--- src/rtl/riscv_mem_pkg.sv ---
// Shared types for the memory port arbiter: FSM states, requester
// encoding and the default bus widths.
package riscv_mem_pkg;

  typedef enum logic [1:0] {
    IDLE  = 2'd0,
    ISSUE = 2'd1,
    WAIT  = 2'd2
  } arb_state_t;

  typedef enum logic {
    OWNER_IF = 1'b0,
    OWNER_D  = 1'b1
  } owner_t;

  localparam int DEF_ADDR_W = 32;
  localparam int DEF_DATA_W = 32;

endpackage

--- src/rtl/mem_arb_fairness.sv ---
// Picks the winning requester and tracks how many data grants were given
// while fetch was waiting, so fetch cannot be starved.
module mem_arb_fairness
  import riscv_mem_pkg::*;
#(
  parameter int MAX_D_STREAK = 4,
  parameter int STREAK_W     = $clog2(MAX_D_STREAK + 1)
) (
  input  logic   clk,
  input  logic   reset,
  input  logic   if_valid,
  input  logic   d_valid,
  input  logic   accept,
  input  owner_t owner,
  output owner_t winner
);

  localparam logic [STREAK_W-1:0] STREAK_MAX = STREAK_W'(MAX_D_STREAK);

  logic [STREAK_W-1:0] streak;

  always_comb begin
    winner = OWNER_D;
    if (if_valid && (!d_valid || streak == STREAK_MAX)) begin
      winner = OWNER_IF;
    end
  end

  // Only data grants that made fetch wait count toward the streak.
  always_ff @(posedge clk or negedge reset) begin
    if (!reset) begin
      streak <= '0;
    end else if (accept) begin
      if (owner == OWNER_IF) begin
        streak <= '0;
      end else if (if_valid && streak != STREAK_MAX) begin
        streak <= streak + 1'b1;
      end
    end
  end

endmodule

--- src/rtl/mem_port_arbiter.sv ---
// Shares one single-ported, variable-latency memory between instruction
// fetch and the load/store path, one outstanding transaction at a time.
module mem_port_arbiter
  import riscv_mem_pkg::*;
#(
  parameter int ADDR_W       = DEF_ADDR_W,
  parameter int DATA_W       = DEF_DATA_W,
  parameter int MAX_D_STREAK = 4
) (
  input  logic                clk,
  input  logic                reset,
  input  logic                if_req_valid,
  output logic                if_req_ready,
  input  logic [ADDR_W-1:0]   if_addr,
  output logic                if_rsp_valid,
  output logic [DATA_W-1:0]   if_rsp_data,
  input  logic                d_req_valid,
  output logic                d_req_ready,
  input  logic                d_we,
  input  logic [ADDR_W-1:0]   d_addr,
  input  logic [DATA_W-1:0]   d_wdata,
  input  logic [DATA_W/8-1:0] d_wstrb,
  output logic                d_rsp_valid,
  output logic [DATA_W-1:0]   d_rsp_data,
  output logic                m_req_valid,
  input  logic                m_req_ready,
  output logic                m_we,
  output logic [ADDR_W-1:0]   m_addr,
  output logic [DATA_W-1:0]   m_wdata,
  output logic [DATA_W/8-1:0] m_wstrb,
  input  logic                m_rsp_valid,
  input  logic [DATA_W-1:0]   m_rsp_data,
  output logic                busy,
  output logic                protocol_err
);

  arb_state_t state, state_next;
  owner_t     owner, winner;
  logic       accept;

  assign accept = if_req_ready | d_req_ready;

  mem_arb_fairness #(
    .MAX_D_STREAK(MAX_D_STREAK)
  ) u_fairness (
    .clk      (clk),
    .reset    (reset),
    .if_valid (if_req_valid),
    .d_valid  (d_req_valid),
    .accept   (accept),
    .owner    (winner),
    .winner   (winner)
  );

  always_ff @(posedge clk or negedge reset) begin
    if (!reset) begin
      state <= IDLE;
    end else begin
      state <= state_next;
    end
  end

  // A response outside WAIT is ignored here; it only raises protocol_err.
  always_comb begin
    state_next = state;
    unique case (state)
      IDLE:    if (accept)      state_next = ISSUE;
      ISSUE:   if (m_req_ready) state_next = WAIT;
      WAIT:    if (m_rsp_valid) state_next = IDLE;
      default:                  state_next = IDLE;
    endcase
  end

  // Readys are forced low while reset is held so nothing is accepted then.
  always_comb begin
    if_req_ready = 1'b0;
    d_req_ready  = 1'b0;
    m_req_valid  = (state == ISSUE);
    busy         = (state != IDLE);
    if (reset && state == IDLE) begin
      if_req_ready = if_req_valid && (winner == OWNER_IF);
      d_req_ready  = d_req_valid  && (winner == OWNER_D);
    end
  end

  always_ff @(posedge clk or negedge reset) begin
    if (!reset) begin
      owner   <= OWNER_IF;
      m_we    <= 1'b0;
      m_addr  <= '0;
      m_wdata <= '0;
      m_wstrb <= '0;
    end else if (accept) begin
      owner <= winner;
      if (winner == OWNER_IF) begin
        m_we    <= 1'b0;
        m_addr  <= if_addr;
        m_wdata <= '0;
        m_wstrb <= '0;
      end else begin
        m_we    <= d_we;
        m_addr  <= d_addr;
        m_wdata <= d_wdata;
        m_wstrb <= d_wstrb;
      end
    end
  end

  always_ff @(posedge clk or negedge reset) begin
    if (!reset) begin
      if_rsp_valid <= 1'b0;
      if_rsp_data  <= '0;
      d_rsp_valid  <= 1'b0;
      d_rsp_data   <= '0;
      protocol_err <= 1'b0;
    end else begin
      if_rsp_valid <= (state == WAIT) && m_rsp_valid && (owner == OWNER_IF);
      d_rsp_valid  <= (state == WAIT) && m_rsp_valid && (owner == OWNER_D);
      if (state == WAIT && m_rsp_valid) begin
        if (owner == OWNER_IF) begin
          if_rsp_data <= m_rsp_data;
        end else begin
          d_rsp_data <= m_we ? '0 : m_rsp_data;
        end
      end
      if (m_rsp_valid && state != WAIT) begin
        protocol_err <= 1'b1;
      end
    end
  end

endmodule

--- config.mk ---
export PLATFORM = sky130hd
export DESIGN_NAME = mem_port_arbiter
export DESIGN_NICKNAME = d
export VERILOG_FILES = /design/src/rtl/riscv_mem_pkg.sv /design/src/rtl/mem_arb_fairness.sv /design/src/rtl/mem_port_arbiter.sv
export SDC_FILE = /design/constraint.sdc
export NUM_CORES = 1
export LEC_CHECK = 0
export ABC_AREA = 1
export BUFFER_PORTS_ARGS = -buffer_cell sky130_fd_sc_hd__buf_2
export CAP_MARGIN = 15
export CORE_MARGIN = 5
export CORE_UTILIZATION = 40
export DETAILED_ROUTE_END_ITERATION = 16
export GPL_TIMING_DRIVEN = 0
export MAX_ROUTING_LAYER = met4
export PLACE_DENSITY = 0.68
export RECOVER_POWER = 25
export SLEW_MARGIN = 0
export SYNTH_ARGS = -nofsm -noshare
export SYNTH_HDL_FRONTEND = slang
export SYNTH_SLANG_ARGS = --single-unit
--- constraint.sdc ---
create_clock -name clk -period 3.7 [get_ports clk]
set_clock_uncertainty 0.05 [all_clocks]
set_input_delay 0.555 -clock clk [delete_from_list [all_inputs] [get_ports clk]]
set_output_delay 0.555 -clock clk [all_outputs]
set_load 0.05 [all_outputs]
Yosys cells after proc, flatten, opt, wreduce, memory -nomap -nowiden
Index checks and enable logic that the tools add are counted.
{ "word_totals": {"wordCells": 55, "reg_bits": 142, "output_inout_bits": 140, "inputBits": 139} }
{ "classes": {"n_eq_ne": 8, "bitwise": 2, "muxes": 14, "reduce_logical": 18, "addsub": 1} }
{ "op_table": {"columns": ["cell", "n"], "rows": [
  ["$mux W32", 3],
  ["$logic_and A1 B1 Y1", 9],
  ["$mux W2", 3],
  ["$mux W3", 2],
  ["$ne A2 B2 Y1 const B", 3],
  ["$pmux W2 S3", 1],
  ["$reduce_and A2 Y1", 3],
  ["$mux W1", 4],
  ["$mux W4", 1],
  ["$reduce_bool A2 Y1", 2],
  ["$add A3 B1 Y3 const B", 1],
  ["$eq A3 B3 Y1 const B", 1],
  ["$ne A3 B3 Y1 const B", 1],
  ["$reduce_and A3 Y1", 1],
  ["$eq A2 B1 Y1 const B", 1],
  ["$eq A2 B2 Y1 const B", 1],
  ["$logic_not A2 Y1", 1],
  ["$ne A2 B1 Y1 const B", 1],
  ["$logic_not A1 Y1", 1],
  ["$logic_or A1 B1 Y1", 1],
  ["$not A1 Y1", 1],
  ["$or A1 B1 Y1", 1]
]} }

Depth between registers and ports, before layout
{ "depth": {"ltp_word": 9, "ltp_mapped": 10, "mapped_depth_nobuf": 9} }

Hierarchy
A second synthesis with hierarchy kept.
{ "hier_totals": {"cells_unflattened": 736, "area_unflattened_um2": 6095.8} }
{ "modules_own_cells": {"columns": ["module", "n_inst", "area_each_um2", "cells_per_inst"], "rows": [
  ["mem_port_arbiter", 1, 5895.7, 708],
  ["mem_arb_fairness", 1, 200.2, 28]
]} }

Worst setup path after synthesis
Ideal clock, no wire load.
{ "synth_path": {"kind": "flip-flop to output port", "start": "register u_fairness.streak[0]", "end": "output if_req_ready", "path_stages_with_launch": 7, "path_slack_ns": 1.566, "arrival_time_ns": 1.529, "cell_sequence": "dfrtp_1 -> inv_1 -> ha_1 -> nand2_1 -> nand2_2 -> nand2_2 -> nor2_1"} }
{ "synth_between": {"elab_chain_cells": 5} }
{ "synth_lines": {"columns": ["element", "line_no", "text"], "rows": [
  ["start, declared", "mem_arb_fairness.sv:20", "logic [STREAK_W-1:0] streak;"],
  ["start signal, assigned", "mem_arb_fairness.sv:37", "streak <= streak + 1'b1;"],
  ["$eq A3 B3 Y1", "mem_arb_fairness.sv:24", "if (if_valid && (!d_valid || streak == STREAK_MAX)) begin"],
  ["$logic_or A1 B1 Y1", "mem_arb_fairness.sv:24", null],
  ["$logic_and A1 B1 Y1", "mem_arb_fairness.sv:24", null],
  ["$logic_and A1 B1 Y1", "mem_port_arbiter.sv:81", "if_req_ready = if_req_valid && (winner == OWNER_IF);"],
  ["$mux W1", "mem_port_arbiter.sv:80", "if (reset && state == IDLE) begin"],
  ["end, declared", "mem_port_arbiter.sv:13", "output logic if_req_ready,"]
]} }
Every way passes these cells.

Worst setup path in the final report
{ "layout_path": {"start": "input reset", "end": "output d_req_ready"} }
{ "layout_between": {"elab_chain_cells": 2} }
{ "layout_lines": {"columns": ["element", "line_no", "text"], "rows": [
  ["start, declared", "mem_port_arbiter.sv:11", "input logic reset,"],
  ["$logic_and A1 B1 Y1", "mem_port_arbiter.sv:80", null],
  ["$mux W1", "mem_port_arbiter.sv:80", null],
  ["end, declared", "mem_port_arbiter.sv:18", "output logic d_req_ready,"]
]} }
Every way passes these cells.

==> reports/results.ini <==
[grt]
grt_pass1_vias=5836
grt_pass1_wl_um=30300
grtUsageTotal_pct=21.8
grt-ovfl-total=0
antenna_found_initial=0
grt_max_degree=75

[yosys]
ys_types=25
yosys_warnings=0
ys_ff_latch=142
syn_nets=876
yosysSeqAreaShare_pct=57.8
synth_edf_count=0
ys.flop_type=dfrtp_1
avgSynthCellArea_um2=8.36
syn_area_um2=6140
synth_cells=735
synth-async-reset-ratio_pct=100

[setup_path]
crit_chain=buf_6, buf_16, nand2_2, inv_2, nand3_1, inv_1, buf_2
cp.arrival_ns=2.17
crit_family=buffers and inverters
cp.depth=7
rr_worst_depth=6
reg2reg_from=state[1]
worstReg2RegEnd=if_rsp_data[11]
crit_fanout=74
critPathBufInv=5
cpMaxStageDelayCell=buf_6
timing.critical_path.to=d_req_ready
slowest_delay_ns=0.48
setup.worst_path.start=reset
worstPathRequired_ns=3.09
critPathLaunchType=input port
setup.worst_path.end_class=primary output
r2r_setup_slack_ns=1.90
worstSetupPathType=input port to primary output

[cts]
clock-sinks=142
cts-hold-fix-buffers=0
cts_max_level=4
ctsResizeCount=0
cts_max_path_buffers=2
clk_pin_slew_ns=0.06
cts_buffers=17
root_buffer=clkbuf_16
post-cts-setup-buffer-count=0
clk_latency_ns=0.42
cts_tree=built

[die]
fp-row-count=45
ios=279
die_h_um=134
die_w_um=134
core_um2=15100
dieArea_um2=17900
start_util_pct=40.6

[drt]
vias_per_cell=4.77
avgRoutedWirePerCell_um=15.4
route.antenna.remaining_nets=0
drt_iter0_markers=302
firstDrtPassIters=5
drc=0
dr_total_vias=5871
drt_wl_total_um=19000

[sta]
tightestPinTransition_ns=0.667
hold_slack_ns=0.0894
period_share_pct=75.1
max_freq_mhz=360
slew_violations=0
rsz0062_at_grt=no
period_needed_ns=2.78
hold_viol_final=0
finalWorstSetupSlack_ns=0.921
relSlewSlack_pct=55.5
finalSetupViolations=0

[power_and_ir_drop]
power.density_nw_per_um2=1080
power.leakage_uw=0.00489
p_total_uw=8990
ir_drop_mv=0.674

[place]
routabilityCongestion=0.845
io_buffers=277
dp_hpwl_um=14400
dpl.cell_count=1201
dp_slack_ns=0.858

[finish]
instances_no_fill=1232
nets=1173
drive_gt1_share_pct=33.4
antenna_cells=0
syn2layout_area_growth_pct=35.9

[run]
drv_cap=0

[outcome]
status=finished clean

[worst_hold_path]
hp-class=input port to asynchronous set/reset pin

Yosys cell counts (4+ instances only):
library cell,n,area [um^2]
clkbuf_1,16,60.1
inv_1,11,41.3
nand3_1,68,340
nor2_1,4,15.0
nand2_2,4,25.0
dfrtp_1,142,3550
o21ai_0,58,290
buf_4,7,52.6
buf_6,7,78.8
inv_2,4,15.0
nand2_1,372,1400
buf_2,15,75.1
o21ai_1,12,60.1
cells in the final DEF, fill, tap and decap left out, types with 8 or more instances in the layout:
cell / instances
buf_2: 291
buf_6: 8
clkbuf_1: 17
clkbuf_16: 17
dfrtp_1: 142
inv_1: 11
nand2_1: 372
nand3_1: 68
o21ai_0: 58
o21ai_1: 12
worst min-delay path by stage:
stage               slack (ns)  cells past startpoint              end
floorplan                 0.21                      0    d_rsp_data[0]
global placement          0.40                      1     protocol_err
detailed placement        0.41                      2       m_addr[12]
CTS                       0.11                      1  if_rsp_data[22]
global route              0.14                      1  if_rsp_data[22]
finish                    0.09                      1  if_rsp_data[22]
layer usage:
layer / GRT usage, % / vias to the layer above / share of wire, %
met2: 34.3 / 216 / 48
met4: 6.80 / 0 / 1.7
met3: 5.74 / 20 / 7.5
met5: - / - / 0
li1: - / 2911 / -
met1: 27.9 / 2724 / 43
kinds of logic after synthesis:
family	synth area share, %
adders and majority gates	0.407
buffers and inverters	5.38
and+or+nand+nor	29.6
AOI/OAI and AO/OA	6.82
DFF	57.8
cell type report:
class / instances / area (um^2)
inverter: 15 / 56.3
tap: 188 / 235
fill: 1471 / 6800
multi-input combinational: 531 / 2250
buffer: 47 / 274
clock inverter: 12 / 114
sequential: 142 / 3550
clock buffer: 19 / 443
timing repair buffer: 278 / 1420
through the flow:
step | area (um^2) | TNS [ns] | utilization, %
2_1_floorplan | 6140 | 0 | -
4_1_cts | 8360 | 0 | 55.2
5_1_grt | 8350 | 0 | 55.1
6_report | 8350 | 0 | 55.1
3_3_place_gp | 7760 | -49.11 | 51.3
3_5_place_dp | 7800 | 0 | 51.5
flip-flops by register name (all words and copies together) (netlist names):
register	count
if_rsp_valid	1
protocol_err	1
m_wstrb	4
m_addr	32
m_we	1
if_rsp_data	32
state	2
m_wdata	32
d_rsp_valid	1
d_rsp_data	32
owner	1
u_fairness.streak	3
report_power, final:
group          total (uW)  internal (uW)  switching (uW)
combinational        4700            989            3710
clock                1610            943             667
sequential           2680           2270             405
Power figures use the tool's default switching activity.
